### src/rtl/n4_ms_accumulator.sv
// n4_ms_accumulator: batch accumulator for 4-bit sign-magnitude operands.
// Each accepted operand is converted to two's complement, sign-extended and
// added with saturation to a W-bit running sum. After N_OPS operands the sum
// is offered on a valid/ready port together with sticky sat/err flags.

// Sign-magnitude to 4-bit two's complement converter. ow flags magnitudes
// that do not fit in 4-bit two's complement (all |x| >= 8 except -8).
module n4_ms_c2_converter (
  input  logic [3:0] x3_x0_abs,
  input  logic       sgn,
  output logic [3:0] z3_z0,
  output logic       ow
);

  // Negate the magnitude for negative operands; -0 maps to 0 and -8 to 4'b1000.
  always_comb begin
    z3_z0 = sgn ? (4'd0 - x3_x0_abs) : x3_x0_abs;
    ow    = x3_x0_abs[3] & ~(sgn & (x3_x0_abs[2:0] == 3'b000));
  end

endmodule

module n4_ms_accumulator #(
  parameter int W     = 8,
  parameter int N_OPS = 4
) (
  input  logic         clock,
  input  logic         reset,
  input  logic [3:0]   x3_x0_abs,
  input  logic         sgn,
  input  logic         in_valid,
  output logic         in_ready,
  output logic [W-1:0] sum,
  output logic         out_valid,
  input  logic         out_ready,
  output logic         sat,
  output logic         err
);

  // Counter only needs to reach N_OPS-1; it wraps to 0 on the last accept.
  localparam int               CNT_W = (N_OPS > 1) ? $clog2(N_OPS) : 1;
  localparam logic [CNT_W-1:0] LAST  = CNT_W'(N_OPS - 1);

  // Saturation limits of the W-bit two's complement result.
  localparam logic [W-1:0] POS_MAX = {1'b0, {(W-1){1'b1}}};
  localparam logic [W-1:0] NEG_MIN = {1'b1, {(W-1){1'b0}}};

  typedef enum logic {
    ST_ACC = 1'b0,  // collecting operands
    ST_OUT = 1'b1   // presenting the batch result
  } state_t;

  state_t           state_q, state_d;
  logic [W-1:0]     acc_q,   acc_d;
  logic [CNT_W-1:0] cnt_q,   cnt_d;
  logic             sat_q,   sat_d;
  logic             err_q,   err_d;

  logic [3:0]       conv_z;
  logic             conv_ow;

  logic [W:0]       acc_ext;
  logic [W:0]       opd_ext;
  logic [W:0]       add_wide;
  logic             pos_ovf;
  logic             neg_ovf;
  logic [W-1:0]     add_res;
  logic             accept;
  logic             handoff;

  n4_ms_c2_converter u_conv (
    .x3_x0_abs (x3_x0_abs),
    .sgn       (sgn),
    .z3_z0     (conv_z),
    .ow        (conv_ow)
  );

  // Handshake qualifiers: operand accept only in ACC, result handoff only in OUT.
  assign in_ready  = (state_q == ST_ACC);
  assign out_valid = (state_q == ST_OUT);
  assign accept    = in_valid  & in_ready;
  assign handoff   = out_ready & out_valid;

  // The sum port shows the accumulator only while the result is valid.
  assign sum = out_valid ? acc_q : '0;
  assign sat = sat_q;
  assign err = err_q;

  // One extra bit of headroom: the W+1-bit sum of two W-bit signed values
  // cannot wrap, so overflow shows up as the top two bits disagreeing.
  assign acc_ext  = {acc_q[W-1], acc_q};
  assign opd_ext  = {{(W-3){conv_z[3]}}, conv_z};
  assign add_wide = acc_ext + opd_ext;
  assign pos_ovf  = ~add_wide[W] &  add_wide[W-1];
  assign neg_ovf  =  add_wide[W] & ~add_wide[W-1];

  // Clamp the widened sum back into W bits.
  always_comb begin
    if (pos_ovf) begin
      add_res = POS_MAX;
    end else if (neg_ovf) begin
      add_res = NEG_MIN;
    end else begin
      add_res = add_wide[W-1:0];
    end
  end

  // Next-state logic: accumulate in ACC, wait for the consumer in OUT.
  always_comb begin
    // NOTE: every variable gets its hold value first so no path through the
    // case statement leaves one unassigned, which would infer a latch.
    state_d = state_q;
    acc_d   = acc_q;
    cnt_d   = cnt_q;
    sat_d   = sat_q;
    err_d   = err_q;

    case (state_q)
      ST_ACC: begin
        if (accept) begin
          if (conv_ow) begin
            // Unrepresentable operand: counted but not added.
            err_d = 1'b1;
          end else begin
            acc_d = add_res;
            if (pos_ovf || neg_ovf) begin
              sat_d = 1'b1;
            end
          end
          if (cnt_q == LAST) begin
            cnt_d   = '0;
            state_d = ST_OUT;
          end else begin
            cnt_d = cnt_q + 1'b1;
          end
        end
      end
      ST_OUT: begin
        if (handoff) begin
          state_d = ST_ACC;
          acc_d   = '0;
          sat_d   = 1'b0;
          err_d   = 1'b0;
        end
      end
      default: begin
        state_d = ST_ACC;
      end
    endcase
  end

  // State register with asynchronous reset that discards any batch in flight.
  always_ff @(posedge clock or posedge reset) begin
    // NOTE: non-blocking assignments so every register samples the values from
    // before this edge, independent of statement order.
    if (reset) begin
      state_q <= ST_ACC;
      acc_q   <= '0;
      cnt_q   <= '0;
      sat_q   <= 1'b0;
      err_q   <= 1'b0;
    end else begin
      state_q <= state_d;
      acc_q   <= acc_d;
      cnt_q   <= cnt_d;
      sat_q   <= sat_d;
      err_q   <= err_d;
    end
  end

endmodule
### config.mk
export PLATFORM = sky130hd
export DESIGN_NAME = n4_ms_accumulator
export DESIGN_NICKNAME = d
export VERILOG_FILES = /design/src/rtl/n4_ms_accumulator.sv
export SDC_FILE = /design/constraint.sdc
export NUM_CORES = 1
export LEC_CHECK = 0
export CORE_UTILIZATION = 55
export CTS_CLUSTER_SIZE = 16
export DETAILED_ROUTE_END_ITERATION = 10
export PLACE_DENSITY = 0.84
export SKIP_CTS_REPAIR_TIMING = 1
export SLEW_MARGIN = 30
export SYNTH_ARGS = -nofsm -noshare
export SYNTH_HDL_FRONTEND = slang
export SYNTH_SLANG_ARGS = --single-unit
### constraint.sdc
create_clock -name clock -period 4.2 [get_ports clock]
set_input_delay 0.42 -clock clock [delete_from_list [all_inputs] [get_ports clock]]
set_output_delay 0.42 -clock clock [all_outputs]
set_load 0.05 [all_outputs]
==> results of run 1 <==
state kept, by name (all words and copies together) (netlist names):
signal	cells
acc_q	8
out_valid	1
err	1
sat	1
cnt_q	2
routing by layer:
layer	global-route usage [%]	wire length, um
met1	33.2	1100
met4	7.06	42
met2	46.9	1210
met3	8.24	148
met5	0	0
where the power goes:
part | total, W | switching [W] | internal [W]
Clock | 0.0000748 | 0.0000380 | 0.0000368
Combinational | 0.000701 | 0.000413 | 0.000289
Sequential | 0.000244 | 0.0000581 | 0.000186
final cells by class:
type | instances | share of cell area (%)
tap | 25 | 2.35
multi-input combinational | 95 | 52.3
sequential | 13 | 24.4
inverter | 14 | 3.94
timing repair buffer | 20 | 15.0
clock buffer | 4 | 1.97
through the flow:
stage          area (sq um)  util, %  power, W
2_1_floorplan          1080        -  0.000761
3_3_place_gp           1310     73.3  0.000914
3_5_place_dp           1310     73.3  0.000938
4_1_cts                1330     74.8   0.00102
5_1_grt                1330     74.8   0.00111
6_report               1330     74.8   0.00102
cells by family after synthesis:
| logic type | synth area share, % |
|---|---|
| buffers and inverters | 5.65 |
| DFF | 30.0 |
| xor gates and xnor gates | 5.65 |
| and+or+nand+nor | 18.8 |
| adders and majority gates | 18.0 |
| AOI/OAI and AO/OA | 21.9 |
Yosys cell counts (all sizes together):
master and n:
a211o 1, a211oi 1, a21boi 1, a21o 2, a21oi 5, a221o 3
a31oi 1, and2 7, and3b 1, buf 1, clkbuf 1, dfrtp 13
fa 1, ha 14, inv 14, nand2 12, nand2b 2, nand3 6
nor2 6, nor2b 1, nor3 4, o2111ai 2, o211ai 1, o21a 2
o21ai 7, o21bai 1, o221a 1, o221ai 1, o22ai 1, o31ai 2
or3 1, or3b 1, xnor2 3, xor2 4
worst paths after layout:
kind,to,slack (ns)
min reg2reg,cnt_q[1],0.49
max in group asynchronous,acc_q[1],3.40
max,acc_q[5],0.81
min in group clock,cnt_q[1],0.49
min,err,0.46
max reg2reg,acc_q[5],1.52
==> metrics.md, run 1 <==
| Metric | Value |
|---|---|
| Status | `complete, no violations` |
| Placement row count | `15` |
| Cell Count Post-Placement | `around 170` |
| R2R Path Start | `acc_q[0]` |
| Total clock sinks | `13` |
| Boundary Pins | `21` |
| CP max stage cell | `clkdlybuf4s50_1` |
| CTS Buffer Depth | `2` |
| Final hold violation count | `0` |
| Crit start category | `primary input` |
| Port bufs | `20` |
| Tot GR Track Use | `roughly 27%` |
| Number of CTS-inserted buffers | `3` |
| Routed WL | `approximately 2.5 mm` |
| Final Wtd Congestion | `about 0.80` |
| Vias in the first global route | `957` |
| Synthesized instance count | `124` |
| Fmax | `between 0.2 and 0.3 GHz` |
| CTS clk-pin slew, worst paths | `0.08 ns` |
| Max Slew Vio Count | `0` |
| CTS tree | `built` |
| Diodes inserted | `0` |
| Hpwl dp | `between 2 and 2.5 mm` |
| Setup-failing EPs final | `0` |
| FF+latch count, synth | `13` |
| Worst setup path startpoint | `x3_x0_abs[0]` |
| Register-to-Register Path Depth | `11` |
| Finished Layout Cells | `171` |
| Die Ht | `about 46 um` |
| Post-DR wirelength/cell | `roughly 15 um` |
| Fin Clk Skew | `0.0104 ns` |
| Critical path cell sequence | `clkdlybuf4s50_1, inv_1, ha_1, nand2_1, o21ai_0, inv_1, fa_1, and3b_1, o221ai_1, a21o_2, inv_1, ha_1, inv_1, nor3_1, a221o_1` |
| Layout cells sized above 1 | `between 5 and 6%` |
| WP data arrival | `between 3 and 4 ns` |
| Synth top area share | `approximately 30%` |
| Place WS | `around 0.56 ns` |
| Post-synthesis cell area | `1080 sq um` |
| WP data required | `around 4.4 ns` |
| Worst-path fanout max | `4` |
| Most frequent cells in the layout | `clkdlybuf4s50_1, inv_1, ha_1` |
| Initial antenna violation count | `0` |
| GRT Residual Overflow | `0` |
| Root Buffer | `clkbuf_4` |
| First-pass GRT wire length | `4.06 mm` |
| Yosys warns | `0` |
| Largest net degree at the start of global routing | `15` |
| Number of cells on the critical path | `15` |
| Crit-path leading delay family | `adder cells` |
| Cell taking the most area after synthesis | `dfrtp_1` |
| Post-route setup TNS | `0 ns` |
| Via Count | `970` |
| H-tree levels | `1` |
| Worst VDD drop | `~520 uV` |
| Leak pwr | `between 0.6 and 0.7 nW` |
| Measured slew at the worst slew-check pin | `0.588 ns` |
| Die Footprint | `~2200 sq um` |
| Crit end category | `flip-flop` |
| Power Dens Cells | `765 nW/um^2` |
| Final min period | `roughly 3.4 ns` |
| Worst-Skew Late Latency | `between 0.2 and 0.3 ns` |
| Syn-to-layout area delta | `23.0%` |
| Initial DRC Count | `27` |
| Initial Utilization | `60.8%` |
| RSZ-0062 raised after global routing | `no` |
| Sequential share of the synthesized area | `between 20 and 30%` |
| Fill cells | `roughly 130` |
| Most common cell after layout, fill and taps aside | `clkdlybuf4s50_1` |
| Hold_ws | `0.456 ns` |
| CP peak stage delay | `0.52 ns` |
| Post-Syn Nets | `between 100 and 150` |
| Max-cap viol count | `0` |
| Area occupied by multi-input gates | `between 600 and 700 sq um` |
| Crit path top cell by count | `inv_1` |
| Vias per inst | `5.67` |
| Syn avg cell area | `~9 sq um` |
| Antenna violation net count after detailed routing | `0` |
| Drt drc | `0` |
| Hold WC Path Type | `in -> async` |
| Top post-synthesis cells by area | `dfrtp_1, ha_1, inv_1` |
| Post-synthesis cell type count | `36` |
| Final nets | `between 150 and 200` |
| Area taken by flip-flops and latches | `approximately 330 sq um` |
| Crit Path Class | `in -> reg` |
| Slew headroom | `just over 60%` |
| First-pass iteration count of the detailed router | `6` |
| Die width | `about 46 um` |
| Crit path buf inv count | `5` |
| Setup slack after layout | `around 0.81 ns` |
| Core ar. | `1780 sq um` |
| Period utilisation layout | `80.8%` |
(Power assumes the default switching activity.)
==> run 2, diff against run 1 <==
- CORE_UTILIZATION: 55 -> 46
- PLACE_DENSITY: 0.84 -> 0.75
- clock period: 4.2 -> 3 ns (I/O delays scaled with it)
==> run 2 against run 1 <==
Critical path depth stayed put; hold slack worse by 0.11 ns; worst setup slack worse by 0.66 ns; wire length is 11% higher; register-to-register slack worse by 0.96 ns; sequential power is 43% higher; power is 65% higher; core utilization is 4.5 points lower; via count is 8.6% higher; sequential share of layout area is 3.5 points lower; die area is 19% higher.
==> metrics.md, run 2 (synthesized netlist as in run 1, its figures left out) <==
| Metric | Value |
|---|---|
| Status | `complete, no violations` |
| Initial Utilization | `about half` |
| Fin area | `1560 sq um` |
| Measured slew at the worst slew-check pin | `0.510 ns` |
| Vias in the first global route | `roughly 1100` |
| Placed Area | `about 1500 sq um` |
| Final min period | `2.85 ns` |
| Register-to-Register Path Depth | `12` |
| Root Buffer | `clkbuf_4` |
| Diodes inserted | `0` |
| Final nets | `around 190` |
| Total clock sinks | `13` |
| Syn-to-layout area delta | `43.4%` |
| Worst-path fanout max | `4` |
| Antenna violation net count after detailed routing | `0` |
| Crit end category | `flip-flop` |
| CTS tree | `built` |
| Final Wtd Congestion | `a little under 0.9` |
| Setup-failing EPs final | `0` |
| Largest net degree at the start of global routing | `15` |
| Fin Clk Skew | `0.000895 ns` |
| Routed WL | `~2.8 mm` |
| CTS Buffer Depth | `2` |
| Post-DR wirelength/cell | `between 10 and 15 um` |
| Die Ht | `just over 50 um` |
| Initial DRC Count | `15` |
| Max-cap viol count | `0` |
| GRT Residual Overflow | `0` |
| Crit path top cell by count | `ha_1` |
| Placement row count | `17` |
| Power Total | `about 0.0017 W` |
| Most frequent cells in the layout | `buf_4, clkdlybuf4s50_1, inv_1, ha_1, dfrtp_1` |
| Number of CTS-inserted buffers | `3` |
| WP data arrival | `roughly 3.0 ns` |
| Layout cells sized above 1 | `between 20% and 30%` |
| Crit start category | `primary input` |
| Tot GR Track Use | `about a quarter` |
| CP peak stage delay | `~0.5 ns` |
| Worst-Skew Late Latency | `about 0.28 ns` |
| Drt drc | `0` |
| Power Dens Cells | `1080 nW/um^2` |
| RSZ-0062 raised after global routing | `no` |
| Post-route setup TNS | `0 ns` |
| Via Count | `~1100` |
| R2R Path Start | `acc_q[0]` |
| Core ar. | `roughly 2200 sq um` |
| First-pass iteration count of the detailed router | `4` |
| Worst setup path end | `acc_q[5]` |
| Port bufs | `20` |
| Max reg flops | `8` |
| Vias per inst | `5.37` |
| Die Footprint | `2560 sq um` |
| Critical path cell sequence | `clkdlybuf4s50_1, inv_1, ha_1, nand2_1, o21ai_1, ha_1, nand3_2, o2111ai_1, o211ai_1, xnor2_1, ha_2, inv_2, nor3_2, buf_4, a221o_1` |
| Most common cell after layout, fill and taps aside | `buf_4` |
| Worst r2r dst | `acc_q[2]` |
| CTS clk-pin slew, worst paths | `0.08 ns` |
| Fmax | `about 0.35 GHz` |
| Initial antenna violation count | `0` |
| Reg with most FFs | `acc_q` |
| WP data required | `3.17 ns` |
| Hold WC Path Type | `in -> async` |
| Hpwl dp | `approximately 2.2 mm` |
| H-tree levels | `1` |
| Die width | `just over 50 um` |
| Max Slew Vio Count | `0` |
| Final hold violation count | `0` |
| Boundary Pins | `21` |
| R2r setup slk | `0.56 ns` |
| CP max stage cell | `clkdlybuf4s50_1` |
| Top flop regs | `acc_q (8), cnt_q (2)` |
| Slew headroom | `approximately two thirds` |
| Worst setup path startpoint | `x3_x0_abs[2]` |
| Leak pwr | `~0.75 nW` |
| Worst VDD drop | `roughly 820 uV` |
| Period utilisation layout | `about 95%` |
| Crit Path Class | `in -> reg` |
| First-pass GRT wire length | `around 4.5 mm` |
| Util after Layout | `between 70 and 80%` |
## run 2: layer usage
metal / part of all wire (%) / wire, um / GRT usage, %
met5: 0 / 0 / 0
met4: 0.87 / 24 / 10.2
met3: 3.9 / 108 / 5.76
met2: 50 / 1400 / 40.2
met1: 45 / 1240 / 28.6
## run 2: area by class of cell
| type | instances | area (sq um) |
|---|---|---|
| inverters | 14 | 52.6 |
| multi-input cells | 95 | 746 |
| fillers | 181 | 657 |
| well taps | 28 | 35.0 |
| repair buffers | 42 | 370 |
| clock buffers | 4 | 26.3 |
| flip-flops and latches | 13 | 325 |
## run 2: worst max-delay path: cells and delay by family
kind,cells,cell delay (ns)
adder cells (fa/ha/maj),3,0.82
buffers and inverters,4,0.78
AND/OR/NAND/NOR,3,0.19
AO/OA/AOI/OAI,4,0.73
XOR/XNOR,1,0.17
## run 2: through the flow
stage / worst slack [ns] / cells / hold slack, ns
6_report: 0.148 / 196 / 0.349
3_5_place_dp: -0.324 / 191 / 0.473
3_3_place_gp: -0.257 / 191 / 0.461
5_1_grt: 0.0250 / 196 / 0.391
2_1_floorplan: 0.373 / 124 / 0.177
4_1_cts: -0.0457 / 195 / 0.354
## run 2: worst min-delay path by stage
| stage | startpoint | end | slack [ns] |
|---|---|---|---|
| final | reset | err | 0.35 |
| after global routing | reset | err | 0.39 |
| after CTS | reset | cnt_q[1] | 0.35 |
| after detailed placement | cnt_q[1] | cnt_q[1] | 0.47 |
| after global placement | cnt_q[1] | cnt_q[1] | 0.46 |
| after floorplan | reset | acc_q[0] | 0.18 |
## run 2: report_power, final
group | switching (W) | leakage [nW] | internal (W)
sequential | 0.0000878 | 0.158 | 0.000261
clock | 0.0000569 | 0.0150 | 0.0000517
combinational | 0.000640 | 0.582 | 0.000584
total | 0.000784 | 0.755 | 0.000896
==> run 3, diff against run 2 <==
- ABC_CLOCK_PERIOD_IN_PS: unset -> 3000
- SETUP_SLACK_MARGIN: unset -> 0.3
==> run 3 against run 2 <==
Sequential share of layout area shrank 0.51 points; die area is the same; core utilization increased by 1.8 points; clock skew grew 0.0025 ns; global-route usage unchanged; via count grew 1.4%; power grew 1.7%; clock-buffer cell count unchanged; fmax rose by 9.3%; combinational power about the same.
==> metrics.md, run 3 (synthesized netlist as in run 1, its figures left out) <==
| Metric | Value |
|---|---|
| Syn-to-layout area delta | `46.9%` |
| GRT Residual Overflow | `0` |
| Placed Area | `1470 sq um` |
| CTS clk-pin slew, worst paths | `roughly 0.08 ns` |
| Max reg flops | `8` |
| Status | `complete, no violations` |
| Placement row count | `17` |
| Worst-Skew Late Latency | `between 0.2 and 0.3 ns` |
| Max Slew Vio Count | `0` |
| CTS tree | `built` |
| Fin Clk Skew | `between 0.003 and 0.004 ns` |
| H-tree levels | `1` |
| Crit Path Class | `in -> reg` |
| Diodes inserted | `0` |
| Period utilisation layout | `87.0%` |
| Area taken by flip-flops and latches | `between 300 and 400 sq um` |
| Max-cap viol count | `0` |
| WP data arrival | `2.78 ns` |
| R2R Path Start | `acc_q[0]` |
| Via Count | `approximately 1100` |
| Boundary Pins | `21` |
| Initial DRC Count | `20` |
| Final nets | `193` |
| Most common cell after layout, fill and taps aside | `buf_4` |
| Power Dens Cells | `about 1100 nW/um^2` |
| Sw Pwr | `~0.0008 W` |
| Final Wtd Congestion | `a little under 0.9` |
| Number of CTS-inserted buffers | `3` |
| RSZ-0062 raised after global routing | `no` |
| Vias in the first global route | `about 1100` |
| Setup-failing EPs final | `0` |
| Core ar. | `around 2200 sq um` |
| Post-route setup TNS | `0 ns` |
| Initial Utilization | `between 40% and 50%` |
| First-pass iteration count of the detailed router | `4` |
| Final hold violation count | `0` |
| Logic pwr share | `between 70 and 80%` |
| Final min period | `~2.6 ns` |
| CTS Buffer Depth | `2` |
| Largest net degree at the start of global routing | `15` |
| Antenna violation net count after detailed routing | `0` |
| Reg with most FFs | `acc_q` |
| Total clock sinks | `13` |
| Post-DR wirelength/cell | `between 10 and 15 um` |
| Switching share of total power | `a little under half` |
| Initial antenna violation count | `0` |
| Drt drc | `0` |
| Worst VDD drop | `between 800 and 900 uV` |
| Area occupied by multi-input gates | `788 sq um` |
| Worst-path fanout max | `4` |
| Crit end category | `flip-flop` |
| First-pass GRT wire length | `~4.5 mm` |
| Die Footprint | `around 2600 sq um` |
| Hold WC Path Type | `in -> async` |
| Routed WL | `2.83 mm` |
| Crit start category | `primary input` |
| Fmax | `between 0.3 and 0.4 GHz` |
| Fin area | `1590 sq um` |
| R2r setup slk | `0.56 ns` |
| Top flop regs | `acc_q (8), cnt_q (2)` |
| Flop pwr share | `roughly a fifth` |
| Tot GR Track Use | `23.8%` |
| Layout cells sized above 1 | `26.8%` |
| Util after Layout | `just over 70%` |
| Die Ht | `~50 um` |
| Cell Int Power | `around 0.00091 W` |
| Vias per inst | `5.45` |
| Register-to-Register Path Depth | `12` |
| Clock share of power | `between 6 and 7%` |
| Slew headroom | `around 66%` |
| Die width | `just over 50 um` |
| Measured slew at the worst slew-check pin | `approximately 0.51 ns` |
| Leak pwr | `about 0.77 nW` |
| Root Buffer | `clkbuf_4` |
| Hpwl dp | `roughly 2.2 mm` |
| Port bufs | `20` |
| Fill cells | `180` |
| WP data required | `approximately 3.2 ns` |
| Worst r2r dst | `acc_q[2]` |
| Most frequent cells in the layout | `buf_4, clkdlybuf4s50_1, inv_1, dfrtp_1` |
[run 3: cell types whose count changed in the layout (fill, tap and decap cells not counted), sizes merged]
cell | previous run | this run
clkbuf | 4 | 6
dlymetal6s2s | 2 | 3
clkdlybuf4s50 | 18 | 15
[run 3: layout make-up]
class	instances	share of cell area (%)
Inverter	14	3.30
Tap cell	28	2.20
Multi-Input combinational cell	95	49.5
Timing Repair Buffer	42	23.0
Clock buffer	4	1.65
Sequential cell	13	20.4
[run 3: critical path, cell delays in order]
cell       delay, ns
clkbuf_2        0.13
inv_1           0.07
ha_1            0.19
ha_1            0.26
nand2_1         0.08
o21ai_2         0.06
ha_1            0.33
nand3_2         0.09
o2111ai_2       0.20
o211ai_1        0.17
xnor2_1         0.17
ha_2            0.20
inv_2           0.06
nor3_2          0.04
buf_4           0.16
a221o_1         0.26
[run 3: through the flow]
stage | worst slack (ns) | cells | total power (W) | hold slack, ns
2_1_floorplan | 0.373 | 124 | 0.00107 | 0.177
3_3_place_gp | -0.257 | 191 | 0.00147 | 0.461
3_5_place_dp | -0.324 | 191 | 0.00150 | 0.473
4_1_cts | -0.0457 | 195 | 0.00162 | 0.354
5_1_grt | 0.276 | 196 | 0.00184 | 0.391
6_report | 0.391 | 196 | 0.00171 | 0.343
[run 3: worst max-delay path by stage]
stage / start / end / slack [ns] / depth (start not counted)
global placement: x3_x0_abs[0] / acc_q[3] / -0.26 / 16
CTS: x3_x0_abs[0] / acc_q[4] / -0.05 / 16
finish: x3_x0_abs[0] / acc_q[5] / 0.39 / 16
floorplan: x3_x0_abs[1] / acc_q[6] / 0.37 / 15
detailed placement: x3_x0_abs[0] / acc_q[4] / -0.32 / 16
global route: x3_x0_abs[0] / acc_q[5] / 0.28 / 16
[run 3: routing by layer]
layer  part of all wire [%]  track usage (%)
met5                      0                0
met4                    1.5             10.2
met3                    3.4             5.76
met2                     51             40.2
met1                     44             28.6
[run 3: power groups by stage]
stage / registers, W / clock network, W / logic (W)
finish: 0.000349 / 0.000111 / 0.00125
global route: 0.000364 / 0.000122 / 0.00136
CTS: 0.000342 / 0.000113 / 0.00117
detailed placement: 0.000345 / 0 / 0.00116
global placement: 0.000342 / 0 / 0.00113
floorplan: 0.000374 / 0 / 0.000691
